**src/rtl/pipe_addsub_pkg.sv**
```systemverilog
// Shared definitions for the pipe_addsub arithmetic pipeline.
// Holds the operation encoding sampled alongside the operands.
package pipe_addsub_pkg;

    localparam int unsigned OP_W = 2;

    typedef enum logic [OP_W-1:0] {
        OP_ADD_WRAP = 2'b00,
        OP_SUB_WRAP = 2'b01,
        OP_ADD_SAT  = 2'b10,
        OP_SUB_SAT  = 2'b11
    } op_e;

endpackage

```
**src/rtl/pipe_addsub_stage.sv**
```systemverilog
// One valid/ready register slice of the pipeline.
// Loads whenever it is empty or its successor takes the current entry.
module pipe_addsub_stage #(
    parameter int unsigned DW = 9
) (
    input  logic          clk,
    input  logic          rst_n,
    input  logic          clr,
    input  logic          in_valid,
    output logic          in_ready_c,
    input  logic [DW-1:0] in_data,
    output logic          out_valid,
    input  logic          out_ready,
    output logic [DW-1:0] out_data
);

    logic          valid_q;
    logic          valid_d;
    logic [DW-1:0] data_q;
    logic [DW-1:0] data_d;

    // Data only moves on an actual load so a stalled output stays stable.
    always_comb begin
        valid_d    = valid_q;
        data_d     = data_q;
        in_ready_c = !valid_q || out_ready;
        if (in_ready_c) begin
            valid_d = in_valid;
            if (in_valid) begin
                data_d = in_data;
            end
        end
        if (clr) begin
            valid_d = 1'b0;
        end
    end

    always_ff @(posedge clk or negedge rst_n) begin
        if (!rst_n) begin
            valid_q <= 1'b0;
            data_q  <= '0;
        end else begin
            valid_q <= valid_d;
            data_q  <= data_d;
        end
    end

    assign out_valid = valid_q;
    assign out_data  = data_q;

endmodule

```
**src/rtl/pipe_addsub.sv**
```systemverilog
// Handshaked add/subtract pipeline with wrap/saturate modes, carry/borrow flag
// and a saturating count of delivered overflowing results.
module pipe_addsub
    import pipe_addsub_pkg::*;
#(
    parameter int unsigned W      = 8,
    parameter int unsigned STAGES = 2,
    parameter int unsigned CW     = 16
) (
    input  logic            clk,
    input  logic            rst_n,
    input  logic            in_valid,
    output logic            in_ready,
    input  logic [W-1:0]    a,
    input  logic [W-1:0]    b,
    input  logic [OP_W-1:0] op,
    input  logic            flush,
    output logic            out_valid,
    input  logic            out_ready,
    output logic [W-1:0]    y,
    output logic            ovf,
    input  logic            cnt_clr,
    output logic [CW-1:0]   ovf_cnt
);

    localparam int unsigned DW = W + 1;

    logic [W:0]   sum_c;
    logic [W:0]   diff_c;
    logic [W-1:0] res_y_c;
    logic         res_ovf_c;

    // Extended-width add/sub: the top bit is the carry or the borrow (a < b).
    always_comb begin
        sum_c     = {1'b0, a} + {1'b0, b};
        diff_c    = {1'b0, a} - {1'b0, b};
        res_y_c   = sum_c[W-1:0];
        res_ovf_c = sum_c[W];
        unique case (op_e'(op))
            OP_ADD_WRAP: begin
                res_y_c   = sum_c[W-1:0];
                res_ovf_c = sum_c[W];
            end
            OP_SUB_WRAP: begin
                res_y_c   = diff_c[W-1:0];
                res_ovf_c = diff_c[W];
            end
            OP_ADD_SAT: begin
                res_y_c   = sum_c[W] ? '1 : sum_c[W-1:0];
                res_ovf_c = sum_c[W];
            end
            OP_SUB_SAT: begin
                res_y_c   = diff_c[W] ? '0 : diff_c[W-1:0];
                res_ovf_c = diff_c[W];
            end
            default: begin
                res_y_c   = sum_c[W-1:0];
                res_ovf_c = sum_c[W];
            end
        endcase
    end

    logic [STAGES:0]         vld;
    logic [STAGES:0]         rdy;
    logic [STAGES:0][DW-1:0] dat;

    // Flush blocks acceptance; the stages themselves drop their valids.
    assign vld[0]      = in_valid && !flush;
    assign dat[0]      = {res_ovf_c, res_y_c};
    assign rdy[STAGES] = out_ready;

    for (genvar i = 0; i < STAGES; i++) begin : g_stage
        pipe_addsub_stage #(
            .DW(DW)
        ) u_stage (
            .clk       (clk),
            .rst_n     (rst_n),
            .clr       (flush),
            .in_valid  (vld[i]),
            .in_ready_c(rdy[i]),
            .in_data   (dat[i]),
            .out_valid (vld[i+1]),
            .out_ready (rdy[i+1]),
            .out_data  (dat[i+1])
        );
    end

    assign in_ready  = rdy[0] && !flush;
    assign out_valid = vld[STAGES];
    assign ovf       = dat[STAGES][W];
    assign y         = dat[STAGES][W-1:0];

    logic [CW-1:0] ovf_cnt_q;
    logic [CW-1:0] ovf_cnt_d;

    // Clear wins over a same-cycle increment; the count sticks at all-ones.
    always_comb begin
        ovf_cnt_d = ovf_cnt_q;
        if (cnt_clr) begin
            ovf_cnt_d = '0;
        end else if (out_valid && out_ready && ovf && (ovf_cnt_q != '1)) begin
            ovf_cnt_d = ovf_cnt_q + CW'(1);
        end
    end

    always_ff @(posedge clk or negedge rst_n) begin
        if (!rst_n) begin
            ovf_cnt_q <= '0;
        end else begin
            ovf_cnt_q <= ovf_cnt_d;
        end
    end

    assign ovf_cnt = ovf_cnt_q;

endmodule

```
**config.mk**
```make
export PLATFORM = sky130hd
export DESIGN_NAME = pipe_addsub
export DESIGN_NICKNAME = d
export VERILOG_FILES = /design/src/rtl/pipe_addsub_pkg.sv /design/src/rtl/pipe_addsub_stage.sv /design/src/rtl/pipe_addsub.sv
export SDC_FILE = /design/constraint.sdc
export NUM_CORES = 1
export LEC_CHECK = 0
export CAP_MARGIN = 20
export CORE_MARGIN = 8
export CORE_UTILIZATION = 30
export DETAILED_ROUTE_END_ITERATION = 6
export PLACE_DENSITY = 0.53
export SYNTH_ARGS = -nofsm -noshare
export SYNTH_HDL_FRONTEND = slang
export SYNTH_SLANG_ARGS = --single-unit
```
**constraint.sdc**
```tcl
create_clock -name clk -period 2.6 [get_ports clk]
set_input_delay 0.65 -clock clk [delete_from_list [all_inputs] [get_ports clk]]
set_output_delay 0.65 -clock clk [all_outputs]
set_load 0.02 [all_outputs]
```
==> impl_metrics.csv, run 1 <==
group,metric,value,unit
outcome,outcome,"finished clean",
synthesis,synth_edf_count,0,
synthesis,ys_top_cells_by_count,"36 x dfrtp_1, 29 x nor2_1, 18 x ha_1",
drt,wirelength,5.92,mm
power,leakagePower,1.51,nW
drt,drc,0,
drt,num_vias,2063,
floorplanning,die-area,11500,µm²
place,place_ws,-0.512,ns
cts,path_clk_slew,0.07,ns
cells_and_area,num-fill-cells,798,
synthesis,synth_area_leaders,"dfrtp_1 36%, ha_1 9.0%, nor2_1 4.4%, xor2_1 4.2%, mux2_2 4.1%",
synthesis,yosys.area.top_type,"dfrtp_1",
sta,max_freq,404,MHz
sta,period_needed,2.47,ns
place,dp_hpwl,4.75,mm
global_route,grt_max_degree,37,
cts,tritoncts,"yes",
global_route,track_usage,10.5,%
sta,setup-violations-final,0,
place,gp_congestion,0.839,
cells_and_area,final_nets,379,
global_route,antenna_found_initial,0,
synthesis,synth_cell_types,52,
cts,cts_sinks,36,
sta,hold_viol,0,
cells_and_area,diodes,0,
sta,setup_ws,0.125,ns
place,place_area,3270,µm²
cells_and_area,stdcell_area,3460,µm²
synthesis,yosysTopAreaCellShare,36.2,%
drt,vias_per_cell,4.68,
cts,htreeDepth,2,
synthesis,synth_seq_cells,36,
drt,first_pass_iters,4,
cts,cts_buffers,5,
floorplanning,core,8130,µm²
critical_path,endpoint_kind,"flop",
job,maxCapViolCount,0,
floorplanning,rows,33,
floorplanning,start_util,30.6,%
synthesis,syn_area,2490,µm²
synthesis,yosysSeqAreaShare,36.2,%
drt,dr.first_iter.drc_count,58,
power,power_density,479,nW/µm²
floorplanning,pin_count,51,
synthesis,synth_most_common_cell,"dfrtp_1",
place,io_buffers,50,
synthesis,synthCells,257,
synthesis,synthArstFlopShare,100,%
cts,cts-root-buf,"clkbuf_8",
cts,clock_tree.buffer_depth,2,
min_path,hold_path.class,"reg -> reg",
global_route,grt_pass1_wl,9.98,mm
drt,wl_per_cell,13.4,µm
cells_and_area,syn_to_final_growth,39.2,%
cells_and_area,fin_cells,441,
power,irDropWorstVdd,0.000170,V
sta,tightest_slew,0.571,ns
critical_path,start_kind,"input port",
synthesis,synth_nets,301,
min_path,hold_path_depth,1,
critical_path,cp_max_fo,5,
cts,clock_latency,0.28,ns
sta,max-slew-margin-rel,61.8,%
critical_path,critical_path_class,"in -> reg",
floorplanning,die_y,107,µm
place,dp_cells,429,
critical_path,worst_ep_arrival_time,2.64,ns
synthesis,ys.flop_type,"dfrtp_1",
critical_path,reg2reg_depth,6,
sta,slew_viol_final,0,
critical_path,crit_required,2.76,ns
synthesis,syn_area_per_cell,9.68,µm²
floorplanning,die_w,107,µm
sta,fin_crit_sh,95.2,%
synthesis,synth_warnings,0,
cells_and_area,drive_gt1_share,22.6,%
drt,drtAntennaViolNets,0,
global_route,grt_pass1_vias,2144,
global_route,overflow,0,
sta,final.setup_skew,0.00727,ns
-- final timing paths --
path                                                start                        endpoint  slack [ns]
max                                                  b[2]  g_stage[0].u_stage.out_data[3]        0.13
min                        g_stage[0].u_stage.out_data[0]  g_stage[0].u_stage.out_data[0]        0.49
max reg2reg                                    ovf_cnt[9]                     ovf_cnt[15]        0.85
min reg2reg                g_stage[0].u_stage.out_data[0]  g_stage[0].u_stage.out_data[0]        0.49
max in group asynchronous                           rst_n  g_stage[1].u_stage.out_data[7]        1.48
min in group asynchronous                           rst_n                      ovf_cnt[6]        0.79
-- report_power, final --
group | total [mW] | switching (mW) | internal (mW)
sequential | 0.678 | 0.0425 | 0.635
combinational | 0.577 | 0.269 | 0.308
clock | 0.403 | 0.186 | 0.216
total | 1.66 | 0.498 | 1.16
-- stage by stage --
stage               power (mW)  hold slack, ns  setup TNS, ns  util, %
floorplan                 1.04           0.354              0        -
global placement          1.24           0.472          -3.39     40.2
detailed placement        1.25           0.476          -3.70     40.2
CTS                       1.67           0.493              0     41.6
global route              1.77           0.516       -0.00173     42.6
finish                    1.66           0.487              0     42.6
-- area by class of cell --
cell class	count	area, µm²	area share [%]
multi-input cells	189	1510	43.5
flip-flops and latches	36	901	26.0
repair buffers	87	776	22.4
well taps	105	131	3.79
clock buffers	8	90.1	2.60
inverters	16	60.1	1.73
-- metal layers --
metal	vias up	share of wire, %	track usage (%)
li1	1045	-	-
met1	961	45	12.6
met2	49	47	17.8
met3	8	6.2	3.12
met4	0	1.3	3.02
met5	-	0	0
-- state kept, by name, indices dropped and copies added, names as in the netlist --
register / cells
g_stage.u_stage.out_data: 18
ovf_cnt: 16
g_stage.u_stage.out_valid: 2
-- worst max-delay path: stages --
cell and delay (ns):
clkdlybuf4s50_1 0.48, inv_1 0.05, ha_1 0.29, and2b_1 0.19, o2111ai_2 0.20, a211oi_2 0.12, o21ai_2 0.23, o21ai_1 0.11
a221o_1 0.32
-- logic make-up after synthesis --
kind of cell               share of synthesized area, %
and+or+nand+nor                                    17.5
adders and majority gates                          10.7
xor gates and xnor gates                           8.09
AOI/OAI and AO/OA                                  16.3
muxes                                              4.88
DFF                                                36.2
buffers and inverters                              6.39
-- what timing repair did --
item	in CTS	in global routing
pin swaps	6	4
setup endpoints to repair	9	9
gates resized for setup	9	11
hold buffers	0	0
setup buffers	2	2
-- placed cells by master, fill, tap and decap left out, types with 3 or more instances in the layout --
master	Yosys	routed
clkdlybuf4s50_1	0	45
buf_4	10	37
dfrtp_1	36	36
nor2_1	29	28
inv_1	16	16
ha_1	18	14
xor2_1	12	12
xnor2_1	11	11
nand2_1	11	11
nor3_1	10	10
mux2_2	9	9
a21oi_1	9	8
o21ai_0	7	7
nand3_1	6	6
clkbuf_8	0	6
nor2b_1	5	5
o21a_1	5	5
nand2b_1	4	4
nand4_1	4	4
dlygate4sd2_1	0	4
o211ai_1	3	3
a21o_1	3	3
and4_4	3	3
(Power assumes the default switching activity.)
==> inputs of run 2 (changes only) <==
Settings changed: SLEW_MARGIN set to 20.
==> results of run 2 <==
The final DEF is identical to that of run 1; final timing and power are the same.
==> inputs of run 3 (changes only) <==
Settings changed: SLEW_MARGIN 20 to not set.
==> results of run 3 <==
The final DEF is identical to that of run 1; final timing and power are the same.
